## config.mk

```make
export PLATFORM = sky130hd
export DESIGN_NAME = alu_sra
export DESIGN_NICKNAME = d
export VERILOG_FILES = /design/src/rtl/alu_pkg.sv /design/src/rtl/alu_sra_stage.sv /design/src/rtl/alu_sra.sv
export SDC_FILE = /design/constraint.sdc
export NUM_CORES = 1
export LEC_CHECK = 0
export ABC_AREA = 1
export ABC_CLOCK_PERIOD_IN_PS = 2200
export CORE_MARGIN = 2
export CORE_UTILIZATION = 45
export DETAILED_ROUTE_END_ITERATION = 8
export PLACE_DENSITY = 0.74
export SYNTH_ARGS = -nofsm -noshare
export SYNTH_HDL_FRONTEND = slang
export SYNTH_HIERARCHICAL = 1
export SYNTH_SLANG_ARGS = --single-unit
```

## constraint.sdc

```tcl
create_clock -name clk -period 2.2 [get_ports clk]
set_input_delay 0.33 -clock clk [delete_from_list [all_inputs] [get_ports clk]]
set_output_delay 0.33 -clock clk [all_outputs]
set_load 0.01 [all_outputs]
```

## src/rtl/alu_pkg.sv

```systemverilog
// Shared ALU package: datapath width, shift-amount width and common types.
package alu_pkg;

  localparam int XLEN    = 32;
  localparam int SHAMT_W = $clog2(XLEN);

  typedef logic [XLEN-1:0]    word_t;
  typedef logic [SHAMT_W-1:0] shamt_t;

  // Barrel-shifter stage after which the optional pipeline register sits.
  localparam int SRA_PIPE_STAGE = 2;
  localparam int SRA_HI_W       = SHAMT_W - SRA_PIPE_STAGE - 1;

endpackage

```

## src/rtl/alu_sra_stage.sv

```systemverilog
// One barrel-shifter stage: arithmetic shift right by 2**K when enabled.
module alu_sra_stage
  import alu_pkg::*;
#(
  parameter int K = 0
) (
  input  word_t data,
  input  logic  sign,
  input  logic  enable,
  output word_t result
);

  localparam int SH = 1 << K;

  word_t shifted;

  assign shifted = {{SH{sign}}, data[XLEN-1:SH]};
  assign result  = enable ? shifted : data;

endmodule

```

## src/rtl/alu_sra.sv

```systemverilog
// Arithmetic shift right (rd = rs1 >>> rs2[4:0]) with registered result.
// Optional ALU_SRA_PIPE_EN adds a register after stage 2 (latency 2).
module alu_sra
  import alu_pkg::*;
(
  input  logic  clk,
  input  logic  rst,
  input  logic  in_valid,
  input  word_t rs1,
  input  word_t rs2,
  output word_t rd,
  output logic  out_valid
);

  shamt_t shamt;
  logic   unused_rs2_hi;

  assign shamt         = rs2[SHAMT_W-1:0];
  assign unused_rs2_hi = ^rs2[XLEN-1:SHAMT_W];

  // Everything the upper stages need, taken either straight through or
  // from the mid-pipeline register.
  word_t               mid_data;
  logic                mid_sign;
  logic [SRA_HI_W-1:0] mid_shamt;
  logic                mid_valid;

  for (genvar gi = 0; gi < SHAMT_W; gi++) begin : gen_stage
    word_t din;
    word_t dout;
    logic  sgn;
    logic  en;

    if (gi == 0) begin : g_first
      assign din = rs1;
    end else if (gi == SRA_PIPE_STAGE + 1) begin : g_mid
      assign din = mid_data;
    end else begin : g_chain
      assign din = gen_stage[gi-1].dout;
    end

    if (gi <= SRA_PIPE_STAGE) begin : g_lo
      assign sgn = rs1[XLEN-1];
      assign en  = shamt[gi];
    end else begin : g_hi
      assign sgn = mid_sign;
      assign en  = mid_shamt[gi-SRA_PIPE_STAGE-1];
    end

    alu_sra_stage #(.K(gi)) u_stage (
      .data   (din),
      .sign   (sgn),
      .enable (en),
      .result (dout)
    );
  end

`ifdef ALU_SRA_PIPE_EN
  word_t               mid_data_reg;
  logic                mid_sign_reg;
  logic [SRA_HI_W-1:0] mid_shamt_reg;
  logic                mid_valid_reg;

  always_ff @(posedge clk) begin
    if (rst) begin
      mid_data_reg  <= '0;
      mid_sign_reg  <= 1'b0;
      mid_shamt_reg <= '0;
      mid_valid_reg <= 1'b0;
    end else begin
      mid_data_reg  <= gen_stage[SRA_PIPE_STAGE].dout;
      mid_sign_reg  <= rs1[XLEN-1];
      mid_shamt_reg <= shamt[SHAMT_W-1:SRA_PIPE_STAGE+1];
      mid_valid_reg <= in_valid;
    end
  end

  assign mid_data  = mid_data_reg;
  assign mid_sign  = mid_sign_reg;
  assign mid_shamt = mid_shamt_reg;
  assign mid_valid = mid_valid_reg;
`else
  assign mid_data  = gen_stage[SRA_PIPE_STAGE].dout;
  assign mid_sign  = rs1[XLEN-1];
  assign mid_shamt = shamt[SHAMT_W-1:SRA_PIPE_STAGE+1];
  assign mid_valid = in_valid;
`endif

  always_ff @(posedge clk) begin
    if (rst) begin
      rd        <= '0;
      out_valid <= 1'b0;
    end else begin
      rd        <= gen_stage[SHAMT_W-1].dout;
      out_valid <= mid_valid;
    end
  end

endmodule

```

==> impl_summary.md, run 1 <==
Flow run
Across the run, the number of max-cap violations was 0.

Global route
The pin count of the biggest net entering global routing is 34. The number of global-route vias before repair was 2,725. The initial antenna violation count is 0.

The overall fraction of global-route tracks in use is 18.68%. The first global-routing pass estimated 11,870 um of wire. The remaining global-route overflow is 0.

Worst setup path
The critical-path maximum fanout is 33. STA puts the critical path data required time at 2.34 ns. Tracing the worst setup path back leads to its startpoint at rs2[0]. The arrival time of the worst setup path is 2.08 ns.

The worst setup path is captured at a flop. The critical path class is in -> reg. STA classifies the critical path startpoint as an input pin.

Final layout
The net count of the finished layout is 711. The multi-input combinational cells in the finished layout cover a total of 1923 um^2. The share of post-route cells with drive strength above 1 is 8.372%. The post-route standard cell area excluding fillers is 3766 um^2. 0 antenna diodes ended up in the layout. The post-route non-filler standard cell count is 725. The post-route core utilization is 56.05%. After filler insertion, the fill cell instance count of the layout stands at 726. From synthesis to final layout, the design area changed by 21.22%. The combined flip-flop and latch cell area is 660.6 um^2.

Run status
The flow ran to the end, and the final reports show no timing, DRC or antenna violations.

Power and ir drop
Sequential cells account for 34.1% of the total power. Of the total power, the share spent switching nets is 31.42%. The share of power burned in the clock network is 29.1%. In this run, the combinational gates consume 36.9% of the power. The post-layout total power is 1.913 mW. The leakage power of the design is 2.211 nW.

The largest vdd supply drop is 0.2610 mV. The design internal power is 1.312 mW. The power density over the cells is 507.9 nW/um^2.

The switching component of the power is 601.0 uW.

Die
The floorplan step defined a die boundary enclosing 7585 um^2. 100 I/O pins were placed. The x dimension of the die is 87.09 um. The number of placement rows is 30. The vertical die dimension is 87.09 um. The floorplan step defined a core boundary enclosing 6719 um^2. Once the floorplan was initialized, standard cells occupied 46.24% of the core.

Routing
The total number of vias is 3,241. The detailed-route wire length per cell is 9.288 um. In this run the remaining antenna-violating nets after routing total 0. Using the TritonRoute via totals, the vias-per-cell ratio works out to 4.470. The detailed-routing iteration count for the pre-antenna-repair pass is 4.

For this block, the routed nets add up to 6734 um of wire. For this block, the initial DRC count from the detailed router was 156. In the routed design, unresolved DRC markers number 0.

Clocking
The count of buffers added by post-CTS timing repair for setup is 0. The quantity of hold-fixing buffers added after cts is 0. The root buffer cell chosen for the clock tree is clkbuf_8. The clock-pin slew of the registers on the worst-case setup and hold paths is 0.06 ns.

The number of gates resized after CTS is 0. The clock tree from TritonCTS is yes. The number of buffers on the longest clock path is 2. The total clock sinks is 33. The number of H-tree levels is 2.

The total CTS buffers is 5.

Timing
The final setup violation count is 0. Static timing analysis puts the maximum clock frequency at 0.5164 GHz. The final count of pins violating max slew is 0.

The relative slew slack is 44.24%. Counting I/O delays and the setup requirement, the final critical path takes 1.937 ns. The transition at the pin with the smallest max-transition slack is 0.8355 ns. The sum of negative setup slack is 0 ns. Setup repair after global routing left no endpoint under its margin. Across all hold checks on the routed design, the worst slack comes to 0.5765 ns. The worst path meets setup with 0.2634 ns of slack. The count of endpoints failing hold in the final timing report is 0. The share of the clock period used by the worst path after layout is 88.03%.

Place
The wire-length estimate of the detail-placed layout is 5500 um. The final weighted congestion in routability-driven placement is 0.8804. The cell count after placement is 717.

Before CTS, the worst setup slack after placement is 0.01173 ns. The count of buffers added on input and output ports is 72. The standard cell area after detailed placement is 3645 um^2.

Yosys
The mean post-synth cell area is 5.239 um^2. In this run, synthesis produced a sequential element count of 33. The sequential element share of the synthesized area is 21.26%. The synthesized netlist net count is 660. The cell area after synthesis is 3107 um^2. Counting distinct cell types in the post-synthesis netlist gives 16.

In the synthesized netlist, the number of instances is 593. The Yosys warning count is 6.

Worst hold path
The class of the most critical hold timing path is in -> reg. The launch instance of the worst min-delay path is in_valid.
-- state kept, by name, summed over array words and instances (netlist names) --
| signal | count |
|---|---|
| out_valid | 1 |
| rd | 32 |
-- power groups by stage --
stage / combinational, mW / sequential [mW] / clock (mW)
after detailed placement: 0.708 / 0.666 / 0
final: 0.705 / 0.652 / 0.556
after global routing: 0.810 / 0.655 / 0.590
after CTS: 0.709 / 0.652 / 0.572
after floorplan: 0.473 / 0.691 / 0
after global placement: 0.702 / 0.665 / 0
-- area by class of cell --
cell class | instances | area share [%]
sequential | 33 | 17.54
clock inverter | 1 | 0.7973
multi-input combinational | 487 | 51.06
timing repair buffer | 79 | 21.20
tap | 80 | 2.658
clock buffer | 7 | 2.292
inverter | 38 | 4.452
-- Yosys cell counts (all sizes together) --
master / n / area, um^2
nand2: 454 / 1794
inv: 38 / 162.7
dfxtp: 33 / 660.6
nor2: 33 / 128.9
buf: 32 / 319.0
clkbuf: 3 / 41.29
-- path summary, 6_finish.rpt --
kind                   endpoint  slack (ns)  cells after the start
worst max-delay path      rd[8]        0.26                     15
worst min-delay path  out_valid        0.58                      3
-- critical path, cell delays in order --
cell             delay, ns
clkdlybuf4s50_1       0.50
buf_12                0.19
clkinv_8              0.15
nand2_1               0.09
nand2_1               0.07
nand2_1               0.07
nand2_1               0.06
nand2_1               0.06
nand2_1               0.13
nand2_1               0.09
nand2_1               0.10
nand2_1               0.10
nand2_1               0.05
inv_1                 0.04
nor2_1                0.03
-- layer usage --
metal	track usage [%]	vias to the layer above	wire, um
met5	0	-	0
met3	1.517	8	328
met2	31.37	90	2989
met1	25.75	1332	3319
met4	5.035	0	97
li1	-	1811	-
-- logic make-up after synthesis --
kind of cell | count (synthesis) | share of synthesized area [%]
buffers and inverters | 73 | 16.83
and+or+nand+nor | 487 | 61.90
DFF | 33 | 21.26
-- cell usage in the layout (no fill, tap or decap) --
cell type,synthesis,routed
nand2_1,420,420
clkdlybuf4s50_1,0,72
inv_1,34,34
nand2_2,33,33
dfxtp_1,33,33
nor2_1,31,31
clkbuf_8,3,6
buf_4,5,5
nor2_2,2,2
buf_12,2,2
clkbuf_1,0,1
bufinv_16,0,1
clkinv_8,0,1
inv_2,1,1
inv_8,2,1
inv_6,1,1
nand2_4,1,1
Note: power is estimated with default switching activity, not from simulation.
==> run 2, diff against run 1 <==
--- a/config.mk
+++ b/config.mk
@@ -8,9 +8,9 @@
 export ABC_AREA = 1
 export ABC_CLOCK_PERIOD_IN_PS = 2200
 export CORE_MARGIN = 2
-export CORE_UTILIZATION = 45
+export CORE_UTILIZATION = 50
 export DETAILED_ROUTE_END_ITERATION = 8
-export PLACE_DENSITY = 0.74
+export PLACE_DENSITY = 0.82
 export SYNTH_ARGS = -nofsm -noshare
 export SYNTH_HDL_FRONTEND = slang
 export SYNTH_HIERARCHICAL = 1
==> impl_summary.md, run 2 (same netlist as run 1, synthesis figures left out) <==
Die
The die covers 6860 um^2. The floorplan step defined a core boundary enclosing 5956 um^2. The vertical die dimension is 82.83 um.

The x dimension of the die is 82.83 um. The count of pins on the block boundary is 100. The number of placement rows is 28.

The starting density of the core is 52.16%.

Timing
In the final timing run, aggregate negative setup slack is 0 ns. Setup repair after global routing left no endpoint under its margin. Of the available clock period, the critical path in the final layout requires 86.30%. At the pin with the least slew margin, the transition time is 0.4811 ns.

After layout, the minimum clock period comes to 1.899 ns. The final setup violation count is 0. The count of endpoints failing hold in the final timing report came to 0.

The final count of pins violating max slew is 0. The relative slew slack is 67.82%. The timing-limited maximum frequency is 0.5267 GHz.

Place
The number of buffers inserted by port buffering is 72. The congestion estimate from routability-driven global placement came to 0.9114. Summed over all nets, the half-perimeter wirelength after detailed placement is 5552 um.

Flow run
The number of maximum-capacitance constraint violations is 0.

Global route
The overall fraction of global-route tracks in use is 20.34%. The remaining global-route overflow is 0. The first-pass GRT wire length is 11,960 um.

The pin count of the biggest net entering global routing is 34. The number of global-route vias before repair is 2,823. The initial antenna violation count is 0.

Run status
The run finished with clean final reports.

Clocking
TritonCTS built the clock tree. The number of gates resized after CTS is 0. The clock-pin slew of the registers on the worst-case setup and hold paths is 0.07 ns. The quantity of hold-fixing buffers added after cts is 0. CTS placed an instance of clkbuf_8 at the clock tree root.

The clock passes through at most 2 buffers. The count of buffers added by post-CTS timing repair for setup is 0. TritonCTS created 5 clock buffers.

The number of H-tree levels is 2. The total clock sinks is 33.

Routing
The number of nets still failing antenna checks after routing is 0. The final layout contains routed wiring with a total length of 7136 um. After detailed routing, the average wire length per cell comes to 9.884 um. After detailed routing, the number of vias per cell comes to 4.668. The detailed-routing iteration count for the pre-antenna-repair pass is 4. In the routed design, unresolved DRC markers number 0.

The total number of vias is 3,370. The number of DRC markers after the initial detailed-route iteration is 222.

Worst setup path
The kind of start point of the critical path is an input pin. The arrival time of the worst setup path is 2.12 ns. STA classifies the critical path endpoint as a flop. The critical path is of the in -> reg type. At the worst endpoint, the required time is 2.42 ns.

The critical-path maximum fanout is 33.

Final layout
The area growth from synthesis to layout is 20.78%. The register ranked first by flip-flop count is rd. Once layout is complete, the utilization of the core stands at 63.00%. The net total in the final layout is 713. In the final layout, the multi-input gates occupy 1923 um^2. The register with the most flip-flops in the layout has 32 of them.

In the final layout, the registers with the most flip-flops are rd: 32 flops, out_valid: 1 flops. Across the whole layout, storage elements account for 660.6 um^2. The number of fillers in the final layout is 623. In the layout the commonest cells are 420 x nand2_1, 72 x clkdlybuf4s50_1, 34 x inv_1, 33 x nand2_2, 33 x dfxtp_1. The most common library cell in the layout ignoring fill and taps is nand2_1. The number of antenna diodes in the final layout is 0.

In the final layout, the share of cells above drive strength 1 is 8.810%.

Power and ir drop
Dividing total power by cell area gives a power density of 482.8 nW/um^2. The leakage power of the design is 2.210 nW. The largest vdd supply drop is 0.3706 mV.

Worst hold path
In this run the worst hold path is classified as in -> reg. The launch instance of the worst min-delay path is in_valid. Counting instances, the worst hold path has a depth of 3.

The hold-critical path endpoint is out_valid.
==> run 2: layout make-up <==
type	count	area share, %
Clock buffer	5	1.834
Clock inverter	3	0.4668
Inverter	38	4.335
Multi-Input combinational cell	487	51.25
Sequential cell	33	17.61
Tap cell	75	2.501
Timing Repair Buffer	81	22.01
==> run 2: through the flow <==
step	hold WS (ns)	total power, mW	setup slack, ns	cells	cell area (um^2)
after floorplan	0.4370	1.165	0.8492	593	3107
after global placement	0.8513	1.365	0.1039	714	3666
after global routing	0.6025	1.933	0.1200	722	3752
after CTS	0.5758	1.817	0.3226	722	3752
final	0.5866	1.811	0.3013	722	3752
after detailed placement	0.8538	1.376	0.03240	714	3666
==> run 2: report_power, final <==
| group | internal [mW] | switching [mW] | leakage (nW) |
|---|---|---|---|
| combinational | 0.305 | 0.409 | 1.89 |
| sequential | 0.642 | 0.0113 | 0.273 |
| clock | 0.218 | 0.225 | 0.0439 |
==> run 2: layer usage <==
layer	track usage, %	up-vias	part of all wire (%)
met1	24.66	1467	45
met5	0	-	0
met2	37.46	69	50
li1	-	1821	-
met4	4.769	0	1.5
met3	3.181	13	3.6
==> run 2: worst max-delay path: stages <==
cell and delay [ns]:
clkdlybuf4s50_1 0.44, buf_12 0.18, inv_8 0.17, nand2_1 0.07
nand2_1 0.09, nand2_1 0.06, nand2_1 0.10, nand2_1 0.08
nand2_1 0.09, nand2_1 0.05, nand2_1 0.13, nand2_1 0.08
nand2_1 0.10, inv_1 0.05, nor2_2 0.07
==> run 2: worst max-delay path by stage <==
stage / startpoint / endpoint / slack (ns) / cells after the start
finish: rs2[0] / rd[4] / 0.30 / 15
detailed placement: rs2[0] / rd[4] / 0.03 / 15
floorplan: rs2[0] / rd[0] / 0.85 / 15
global route: rs2[0] / rd[4] / 0.12 / 15
global placement: rs2[0] / rd[18] / 0.10 / 15
CTS: rs2[0] / rd[4] / 0.32 / 15
==> variant (settings of run 2) <==
Change the package constant `XLEN` from 32 to 16.
--- a/src/rtl/alu_pkg.sv
+++ b/src/rtl/alu_pkg.sv
@@ -3,3 +3,3 @@
 
-  localparam int XLEN    = 32;
+  localparam int XLEN    = 16;
   localparam int SHAMT_W = $clog2(XLEN);
Ports: changed (resized rd, rs1 and rs2); port bits go from 100 to 52. No check against the original RTL was run, so the function may have changed too.
==> variant against run 2 <==
Core utilization grew 1.4 points. Synthesized area fell by 53%. Routed wire length fell by 64%. Count of clock-buffer cells in the layout decreased by 2. Total power decreased by 55%. Sequential cell count fell by 16. Combinational power fell by 56%. Critical endpoint is now rd[5]. Cell area is 52% lower. Die area fell by 50%. Synthesized cell count shrank 58%. Setup slack improved by 320 ps. Largest cell class unchanged.
==> variant: results <==
group,metric,value,unit
route,wl_met1,1.17,mm
clock_tree,root_buffer,"clkbuf_4",
route,routedWlPerCell,8.29,µm
cells_and_area,largest_reg_flops,16,
route,met3_length,77,µm
global_routing,grt_start_max_net_pins,18,
sta,worst_hold_slack,548,ps
clock_tree,cts.clk_slew.worst_paths,100,ps
synth,synthDistinctLibCells,11,
cells_and_area,fin_nets,318,
global_routing,grtUsageTotal,17.5,%
power,pg_seq,335,µW
cells_and_area,fin_cells,313,
synth,ys_top_cells_by_count,"nand2_1, nand2_2, dfxtp_1, inv_1, nor2_1",
global_routing,grtUsageMet1,20.1,%
place,post-place-ws,332,ps
hold_path,hold_path_end,"out_valid",
route,wl_met2,1.33,mm
synth,synth_area_leaders,"nand2_1, dfxtp_1, nand2_2",
cells_and_area,antennaDiodeCount,0,
synth,ys_seq_area_share,23.1,%
power,ir_drop,371,µV
global_routing,use_met3,2.64,%
place,globalplace.congestion,0.883,
clock_tree,cts_max_level,1,
place,dp_hpwl,2.21,mm
synth,syn-num-nets,283,
status,outcome,"finished, final reports clean",
critical_path,worstPathArrival,1720,ps
cells_and_area,reg_top3,"rd x16, out_valid x1",
route,routed.top_layer,"met4",
place,port_buffers,39,
power,leakage,0.000986,µW
clock_tree,cts_buffers,3,
clock_tree,cts_resized,0,
power,pwr-share-clk,19.2,%
global_routing,antenna_found_initial,0,
route,first_pass_iters,4,
synth,ys.flop_type,"dfxtp_1",
global_routing,grt_pass1_wl,4.75,mm
synth,syn_area_per_cell,5.94,µm²
power,power_density,450,nW/µm²
critical_path,cp_max_fo,17,
route,drtIter0Drc,23,
global_routing,use_met2,33.2,%
cells_and_area,drive_above_1_share,22.0,%
global_routing,first_global_vias,1251,
place,placed_cell_area,1760,µm²
power,internal_power,543,µW
cells_and_area,fill_cells,272,
critical_path,crit_family,"buffers and inverters",
route,vias_per_cell,4.44,
sta,slew_headroom,62.8,%
variant: changes by cell type after synthesis, moves of 4 or more:
cell     delta
nand2_1   -290
nand2_2    +18
inv_1      -17
dfxtp_1    -16
nor2_1     -14
buf_6      -10
buf_2       -7
buf_4       -4
variant: how the worst max path moves through the flow:
stage / from / endpoint / slack [ps] / cells after the start
finish: rs2[0] / rd[5] / 630 / 13
global route: rs2[0] / rd[1] / 490 / 13
CTS: rs2[0] / rd[5] / 630 / 13
detailed placement: rs2[0] / rd[5] / 330 / 13
global placement: rs2[0] / rd[1] / 340 / 13
floorplan: rs2[0] / rd[4] / 950 / 13
variant: layout make-up:
type,instances,area [µm²],area share [%]
Clock buffer,3,22.5,1.26
Clock inverter,1,5.00,0.279
Inverter,21,101,5.66
Multi-Input combinational cell,198,871,48.6
Sequential cell,17,340,19.0
Tap cell,31,38.8,2.16
Timing Repair Buffer,42,413,23.0
